[src/rtl/sr_latch_sequencer.sv]
// sr_latch_sequencer
//   Sequences set/reset operations onto a bank of N gated SR latches on
//   behalf of two requesters (A and B). A grant is followed by a fixed-length
//   drive: one SETUP cycle with s/r applied, PULSE_CYCLES cycles with the
//   target enable high, then GUARD_CYCLES cycles of s/r hold with the enable
//   low. A shadow copy of the latch contents is kept in state_q.
//
// Ports
//   clk            rising-edge clock
//   rst_n          synchronous active-low reset
//   req_a/req_b    operation requests, held until acknowledged
//   op_a/op_b      1 = set, 0 = reset
//   idx_a/idx_b    target latch index
//   ack_a/ack_b    one-cycle grant pulses
//   s, r, en       per-latch set, reset and enable drives
//   busy           high while an operation is in SETUP/PULSE/HOLD
//   done           one-cycle completion pulse (first IDLE cycle)
//   err            one-cycle pulse when a grant carried an out-of-range index
//   state_q        expected latch contents
module sr_latch_sequencer #(
    parameter int N            = 4,
    parameter int IDXW         = 2,
    parameter int PULSE_CYCLES = 2,
    parameter int GUARD_CYCLES = 1
) (
    input  logic            clk,
    input  logic            rst_n,
    input  logic            req_a,
    input  logic            req_b,
    input  logic            op_a,
    input  logic            op_b,
    input  logic [IDXW-1:0] idx_a,
    input  logic [IDXW-1:0] idx_b,
    output logic            ack_a,
    output logic            ack_b,
    output logic [N-1:0]    s,
    output logic [N-1:0]    r,
    output logic [N-1:0]    en,
    output logic            busy,
    output logic            done,
    output logic            err,
    output logic [N-1:0]    state_q
);

    // The phase counter counts down from (length - 1) to 0, so it only has
    // to hold values up to max(PULSE_CYCLES, GUARD_CYCLES) - 1.
    localparam int MAXC = (PULSE_CYCLES > GUARD_CYCLES) ? PULSE_CYCLES : GUARD_CYCLES;
    localparam int CW   = (MAXC > 1) ? $clog2(MAXC) : 1;

    localparam logic [CW-1:0]   PULSE_LD = CW'(PULSE_CYCLES - 1);
    localparam logic [CW-1:0]   GUARD_LD = CW'(GUARD_CYCLES - 1);
    localparam logic [IDXW:0]   N_LIM    = (IDXW + 1)'(N);
    localparam logic [N-1:0]    ONE      = {{(N - 1){1'b0}}, 1'b1};

    typedef enum logic [1:0] {
        IDLE  = 2'd0,
        SETUP = 2'd1,
        PULSE = 2'd2,
        HOLD  = 2'd3
    } fsm_t;

    fsm_t            fsm_q;
    logic [CW-1:0]   cnt_q;
    logic            last_b_q;   // 1 when B was the most recent grantee
    logic            ack_a_q;
    logic            ack_b_q;
    logic [N-1:0]    s_q;
    logic [N-1:0]    r_q;
    logic [N-1:0]    en_q;
    logic            busy_q;
    logic            done_q;
    logic            err_q;
    logic [N-1:0]    latch_q;

    // Grant decision, only consumed while IDLE.
    logic            pick_a_d;
    logic            pick_b_d;
    logic            sel_op_d;
    logic [IDXW-1:0] sel_idx_d;
    logic            sel_bad_d;
    logic [N-1:0]    sel_mask_d;

    always_comb begin
        // On a tie the requester that was not served last wins.
        pick_a_d   = req_a & (~req_b | last_b_q);
        pick_b_d   = req_b & ~pick_a_d;
        sel_op_d   = pick_a_d ? op_a : op_b;
        sel_idx_d  = pick_a_d ? idx_a : idx_b;
        sel_bad_d  = ({1'b0, sel_idx_d} >= N_LIM);
        sel_mask_d = ONE << sel_idx_d;
    end

    always_ff @(posedge clk) begin
        if (!rst_n) begin
            fsm_q    <= IDLE;
            cnt_q    <= '0;
            last_b_q <= 1'b1;
            ack_a_q  <= 1'b0;
            ack_b_q  <= 1'b0;
            s_q      <= '0;
            r_q      <= '0;
            en_q     <= '0;
            busy_q   <= 1'b0;
            done_q   <= 1'b0;
            err_q    <= 1'b0;
            latch_q  <= '0;
        end else begin
            ack_a_q <= 1'b0;
            ack_b_q <= 1'b0;
            done_q  <= 1'b0;
            err_q   <= 1'b0;

            case (fsm_q)
                IDLE: begin
                    if (pick_a_d || pick_b_d) begin
                        ack_a_q  <= pick_a_d;
                        ack_b_q  <= pick_b_d;
                        last_b_q <= pick_b_d;
                        if (sel_bad_d) begin
                            // Rejected grant: acknowledge and flag, but drive nothing.
                            err_q <= 1'b1;
                        end else begin
                            fsm_q  <= SETUP;
                            busy_q <= 1'b1;
                            s_q    <= sel_op_d ? sel_mask_d : '0;
                            r_q    <= sel_op_d ? '0 : sel_mask_d;
                        end
                    end
                end

                SETUP: begin
                    fsm_q <= PULSE;
                    cnt_q <= PULSE_LD;
                    // Exactly one of s_q/r_q carries the target bit.
                    en_q  <= s_q | r_q;
                end

                PULSE: begin
                    if (cnt_q == '0) begin
                        fsm_q   <= HOLD;
                        cnt_q   <= GUARD_LD;
                        en_q    <= '0;
                        // Target bit takes the set value, others are untouched.
                        latch_q <= (latch_q & ~(s_q | r_q)) | s_q;
                    end else begin
                        cnt_q <= cnt_q - CW'(1);
                    end
                end

                HOLD: begin
                    if (cnt_q == '0) begin
                        fsm_q  <= IDLE;
                        busy_q <= 1'b0;
                        done_q <= 1'b1;
                        s_q    <= '0;
                        r_q    <= '0;
                    end else begin
                        cnt_q <= cnt_q - CW'(1);
                    end
                end

                default: fsm_q <= IDLE;
            endcase
        end
    end

    assign ack_a   = ack_a_q;
    assign ack_b   = ack_b_q;
    assign s       = s_q;
    assign r       = r_q;
    assign en      = en_q;
    assign busy    = busy_q;
    assign done    = done_q;
    assign err     = err_q;
    assign state_q = latch_q;

endmodule

[config.mk]
export PLATFORM = sky130hd
export DESIGN_NAME = sr_latch_sequencer
export DESIGN_NICKNAME = d
export VERILOG_FILES = /design/src/rtl/sr_latch_sequencer.sv
export SDC_FILE = /design/constraint.sdc
export NUM_CORES = 1
export LEC_CHECK = 0
export CORE_MARGIN = 4
export CORE_UTILIZATION = 45
export DETAILED_ROUTE_END_ITERATION = 12
export PLACE_DENSITY = 0.75
export SYNTH_ARGS = -nofsm -noshare
export SYNTH_HDL_FRONTEND = slang
export SYNTH_SLANG_ARGS = --single-unit
[constraint.sdc]
create_clock -name clk -period 3.4 [get_ports clk]
set_clock_uncertainty 0.2 [all_clocks]
set_input_delay 0.51 -clock clk [delete_from_list [all_inputs] [get_ports clk]]
set_output_delay 0.51 -clock clk [all_outputs]
set_load 0.05 [all_outputs]
==> metrics.cfg, run 1 <==
[die]
core_sq_um=2500
fp.dieH_microns=59.4
design.die.area_sq_um=3520
die_w_microns=59.4
num_rows=18
ios=31
initial_core_util=0.475

[power]
vdd_drop_max_v=0.000535
pwr_density_cell_nw_per_um2=692
switching_power_uw=451
internal_power_uw=594
clock_power_share=0.139
comb_power_share=0.493
p_leak_uw=0.000560
seqPwrFrac=0.368
switching_share=0.432

[placement]
hpwl_mm=1.90
pre_cts_slack_ps=896
place_congestion=0.813
io_buffers=29

[routing]
route.detailed.drc=0
wl_per_cell_microns=12.6
num_vias=1036
firstDrtPassIters=4
drtIter0Drc=34
ant_nets=0
viasPerCell=5.45
wl_mm=2.40

[global_route]
grt_max_degree=23
grt.overflow.total=0
grt_pass1_wl_mm=4.00
grt_pass1_vias=965
grt_use_total=0.145
grt_antenna_before_repair=0

[synth]
synth.avg_cell_area_sq_um=8.86
synthMostInstantiatedCell=dfxtp_1
yosysTopAreaCellShare=0.405
post_synth_inst_count=134
seq_area_frac_synth=0.405
synth_edf_count=0
synth_seq_cells=24
synth_top_area_cell=dfxtp_1
async_flop_share=0
syn_nets=149
synth_ff_type=dfxtp_1
synth_common_cells=dfxtp_1 (24), nor2b_1 (16), nand2_1 (14)
ys_warn_count=0
syn-cell-area_sq_um=1190
yosysUniqueCellTypes=34
synth.area.top_cells=dfxtp_1 (40%), nor2b_1 (8.4%), ha_1 (5.3%)

[clocking]
numCtsBuffers=3
cts_tree=done
cts_setup_buffers=0
htreeDepth=1
clk_path_buf_depth=2
clockRootBuffer=clkbuf_4
clock_latency_ps=310
cts_hold_buf=0
clk_pin_slew_worst_paths_ps=120
ctsResizeCount=0
clock_sinks=24

[timing]
max_freq_mhz=445
finalSetupTns_ps=0
relSlewSlack=0.534
fin_crit_sh=0.661
hold_viol_final=0
slew_viol_final=0
rsz0062_at_grt=false
min_period_ps=2250
fin_ws_ps=1150
tightestPinTransition_ps=696
finalSetupViolCount=0

[setup_path]
crit_family=buffers and inverters
path_max_fanout=4
max_stage_delay_ps=820
cp_num_buf_inv=1
cp_slowest_cell=clkdlybuf4s50_1
worstSetupPathType=register to output port
endpoint_kind=output port
critPathLaunchType=register
cp_cell_sequence=clkdlybuf4s50_1
required_ps=2690
crit_arrival_ps=1540

[run]
max-cap-violations=0

[final_layout]
multiInputGateArea_sq_um=653
drive_gt1_frac=0.0563
area_growth_pct=27.3
fill_cells=227
nNetsFinal=176
seqCellArea_sq_um=480
antenna_cells=0

[hold_path]
hold_path.class=register to register

[outcome]
status=complete, no violations

==> cell type report <==
| type | count | share of cell area |
|---|---|---|
| multi-input cells | 100 | 0.432 |
| flip-flops and latches | 24 | 0.318 |
| repair buffers | 29 | 0.192 |
| well taps | 30 | 0.0248 |
| clock buffers | 4 | 0.0240 |
| inverters | 3 | 0.00911 |
==> power by group through the flow <==
stage | combinational, uW | clock [uW] | sequential (uW)
floorplan | 235 | 0 | 532
global placement | 510 | 0 | 389
detailed placement | 518 | 0 | 393
CTS | 519 | 155 | 386
global route | 563 | 161 | 395
finish | 516 | 145 | 384
==> layout by cell type (no fill, tap or decap), drive strengths merged, types with 2 or more instances in the layout <==
| cell type | Yosys | layout |
|---|---|---|
| a22oi | 5 | 5 |
| nor2b | 16 | 16 |
| nand2b | 4 | 4 |
| o21a | 5 | 5 |
| inv | 3 | 3 |
| dfxtp | 24 | 24 |
| a22o | 4 | 4 |
| ha | 5 | 5 |
| nand2 | 14 | 14 |
| nand4b | 2 | 2 |
| o211ai | 2 | 2 |
| a211oi | 5 | 5 |
| nor3 | 2 | 2 |
| clkdlybuf4s50 | 0 | 29 |
| clkbuf | 3 | 4 |
| a21oi | 6 | 6 |
| nor2 | 9 | 9 |
| o31ai | 4 | 4 |
| o21ai | 6 | 6 |
==> cells by family (layout without fill, tap and decap cells) <==
kind of cell / after synthesis / count (layout) / synth area share
other: 1 / 1 / 0.00316
multiplexers: 1 / 1 / 0.00843
flip-flops: 24 / 24 / 0.405
AND/OR/NAND/NOR: 52 / 52 / 0.232
AO/OA/AOI/OAI: 41 / 41 / 0.254
buffers and inverters: 10 / 36 / 0.0453
adder cells (fa/ha/maj): 5 / 5 / 0.0527
==> through the flow <==
| stage | util | cell area [sq um] | hold WS, ps | instances | total power [uW] |
|---|---|---|---|---|---|
| floorplan | - | 1190 | 240 | 134 | 767 |
| global placement | 0.590 | 1480 | 275 | 186 | 899 |
| detailed placement | 0.590 | 1480 | 275 | 186 | 910 |
| CTS | 0.605 | 1510 | 293 | 190 | 1060 |
| global route | 0.605 | 1510 | 335 | 190 | 1120 |
| finish | 0.605 | 1510 | 289 | 190 | 1050 |
==> metal layers <==
metal | global-route usage | wire, microns
met1 | 0.182 | 1080
met2 | 0.243 | 1190
met3 | 0.0392 | 133
met4 | 0.0356 | 0
met5 | 0 | 0
==> worst paths after layout <==
| path | start | to | slack (ps) | cells after the start |
|---|---|---|---|---|
| worst max-delay path | r[0] | r[0] | 1150 | 1 |
| worst min-delay path | last_b_q | ack_b | 290 | 1 |
| worst max register to register | fsm_q[0] | s[2] | 1340 | 6 |
| worst min register to register | last_b_q | ack_b | 290 | 1 |
==> flip-flops by register name, indices dropped and copies added (netlist names), 2 cells and up <==
signal   cells
fsm_q        2
state_q      4
en           4
s            4
r            4
(Power assumes the default switching activity.)
==> inputs of run 2 (changes only) <==
CORE_UTILIZATION = 43   (was 45)
clock period = 1.8 ns   (was 3.4 ns; I/O delays follow)
==> metrics.cfg, run 2 (synthesis results as in run 1) <==
[outcome]
status=complete, no violations

[clocking]
numCtsBuffers=3  ; unchanged
htreeDepth=1  ; unchanged
cts_hold_buf=0  ; unchanged
clk_pin_slew_worst_paths_ps=130  ; about the same
clk_path_buf_depth=2  ; unchanged
clock_latency_ps=330  ; +20 ps
clockRootBuffer=clkbuf_4
clock_sinks=24  ; unchanged
cts_tree=done

[timing]
fin_crit_sh=0.971
finalSetupViolCount=0  ; unchanged
min_period_ps=1750
max_freq_mhz=572
rsz0062_at_grt=true
hold_viol_final=0  ; unchanged
slew_viol_final=0  ; unchanged

[global_route]
grt_use_total=0.155  ; +0.0103
grt_pass1_vias=1003  ; +3.9%
grt_antenna_before_repair=0  ; unchanged
grt_pass1_wl_mm=4.46  ; +12%
grt_max_degree=16  ; -30%
grt.overflow.total=0  ; unchanged

[die]
ios=31  ; unchanged
design.die.area_sq_um=3670  ; +4.0%
num_rows=18  ; unchanged
die_w_microns=60.6  ; +2.0%
fp.dieH_microns=60.6  ; +2.0%
initial_core_util=0.467  ; -0.00841
core_sq_um=2540  ; +1.8%

[routing]
top_layer=met4
route.met2.wl_mm=1.39  ; +17%
num_vias=1128  ; +8.9%
wl_per_cell_microns=13.2  ; +4.9%
wl_met3_microns=168  ; +26%
wl_met1_mm=1.19  ; +10%
firstDrtPassIters=4  ; unchanged
wl_mm=2.77  ; +15%
ant_nets=0  ; unchanged
route.detailed.drc=0  ; unchanged
viasPerCell=5.40  ; -1.0%
drtIter0Drc=45  ; +32%

[run]
max-cap-violations=0  ; unchanged

[power]
switching_power_uw=933  ; +110%
totalPowerFinal_uw=2270  ; +120%
p_leak_uw=0.000714  ; +27%
seqPwrFrac=0.325  ; -0.043
clock_power_share=0.174  ; +0.035
vdd_drop_max_v=0.00113  ; +110%
internal_power_uw=1340  ; +120%
switching_share=0.411  ; -0.0208
comb_power_share=0.501  ; +0.008
pwr_density_cell_nw_per_um2=1370  ; +98%

[setup_path]
critPathLaunchType=input port
worstSetupPathType=input port to register
endpoint_kind=register
path_max_fanout=7  ; +3
cp_slowest_cell=clkdlybuf4s50_1
rrSetupSlack_ps=70  ; -1270 ps
r2r_start=fsm_q[0]
crit_arrival_ps=1780  ; +240 ps
cp_cell_sequence=clkdlybuf4s50_1 -> nor2b_1 -> nor2_1 -> o2111a_1 -> a22o_1
required_ps=1830  ; -860 ps
worst-r2r-cell-count=7  ; +1
r2r_end=r[3]
max_stage_delay_ps=470  ; -350 ps

[final_layout]
seqCellArea_sq_um=483  ; +0.52%
drive_gt1_frac=0.318  ; +0.262
fill_cells=229  ; +0.88%
multiInputGateArea_sq_um=687  ; +5.2%
antenna_cells=0  ; unchanged
nNetsFinal=195  ; +11%
final_common_cell=buf_4
area_growth_pct=39.7
final_cell_mix=buf_4 (39), dfxtp_1 (22), nor2b_1 (15)
final_area_sq_um=1660  ; +9.8%

[placement]
io_buffers=29  ; unchanged
hpwl_mm=2.16  ; +14%
place_congestion=0.869  ; +6.8%
place_area_sq_um=1550  ; +4.9%

[hold_path]
hp-start=req_a
hold_path.class=input port to register
holdPathEnd=ack_a
holdPathStages=4  ; +3

## run 2: changes by cell type in the layout (fill, tap and decap cells not counted), moves of 2 or more
cell,change
a211oi_1,-2
dfxtp_1,-2
a211oi_2,+2
buf_4,+39
clkdlybuf4s50_1,-21
dfxtp_2,+2
## run 2: power groups by stage
stage / clock network [uW] / registers [uW] / logic [uW]
global placement: 0 / 740 / 1040
global route: 424 / 756 / 1230
detailed placement: 0 / 747 / 1060
floorplan: 0 / 1010 / 451
CTS: 399 / 737 / 1080
finish: 394 / 737 / 1140
## run 2: per-stage QoR
stage,setup WS [ps],cells,hold slack [ps],setup TNS (ps),util
floorplan,0.822,134,198,0,-
global placement,-236,202,276,-1960,0.608
detailed placement,-275,202,278,-2360,0.608
CTS,1.80,207,303,0,0.632
global route,-22.1,209,239,-37.3,0.652
finish,52.4,209,240,0,0.652
## run 2: cell type report
class	count	share of cell area
clock buffer	3	0.0136
sequential	24	0.291
multi-input combinational	100	0.414
inverter	3	0.00830
tap	30	0.0226
clock inverter	1	0.0181
timing repair buffer	48	0.232
## run 2: worst max-delay path, delay by kind of cell
| family | cells | cell delay [ps] |
|---|---|---|
| compound gates | 2 | 560 |
| simple gates | 2 | 480 |
| buf+inv | 1 | 470 |
## run 2: what timing repair did
action / 4_1_cts / 5_1_grt
setup buffers: 1 / 2
setup endpoints to repair: 6 / 10
gates resized for setup: 1 / 9
pin swaps: 1 / 3
gates cloned: 0 / 0
hold endpoints to repair: 0 / 0
## run 2: metal layers
layer | up-vias | track usage
met4 | 0 | 0.0279
li1 | 564 | -
met2 | 31 | 0.273
met5 | - | 0
met1 | 530 | 0.194
met3 | 3 | 0.0383
## run 2: how the worst max path moves through the flow
stage / slack (ps) / to / from
6_report: 50 / s[3] / req_b
5_1_grt: -20 / r[3] / fsm_q[0]
4_1_cts: 2 / r[3] / fsm_q[1]
3_5_place_dp: -280 / s[3] / req_b
3_3_place_gp: -240 / s[3] / req_b
2_1_floorplan: 0.8 / r[2] / fsm_q[1]
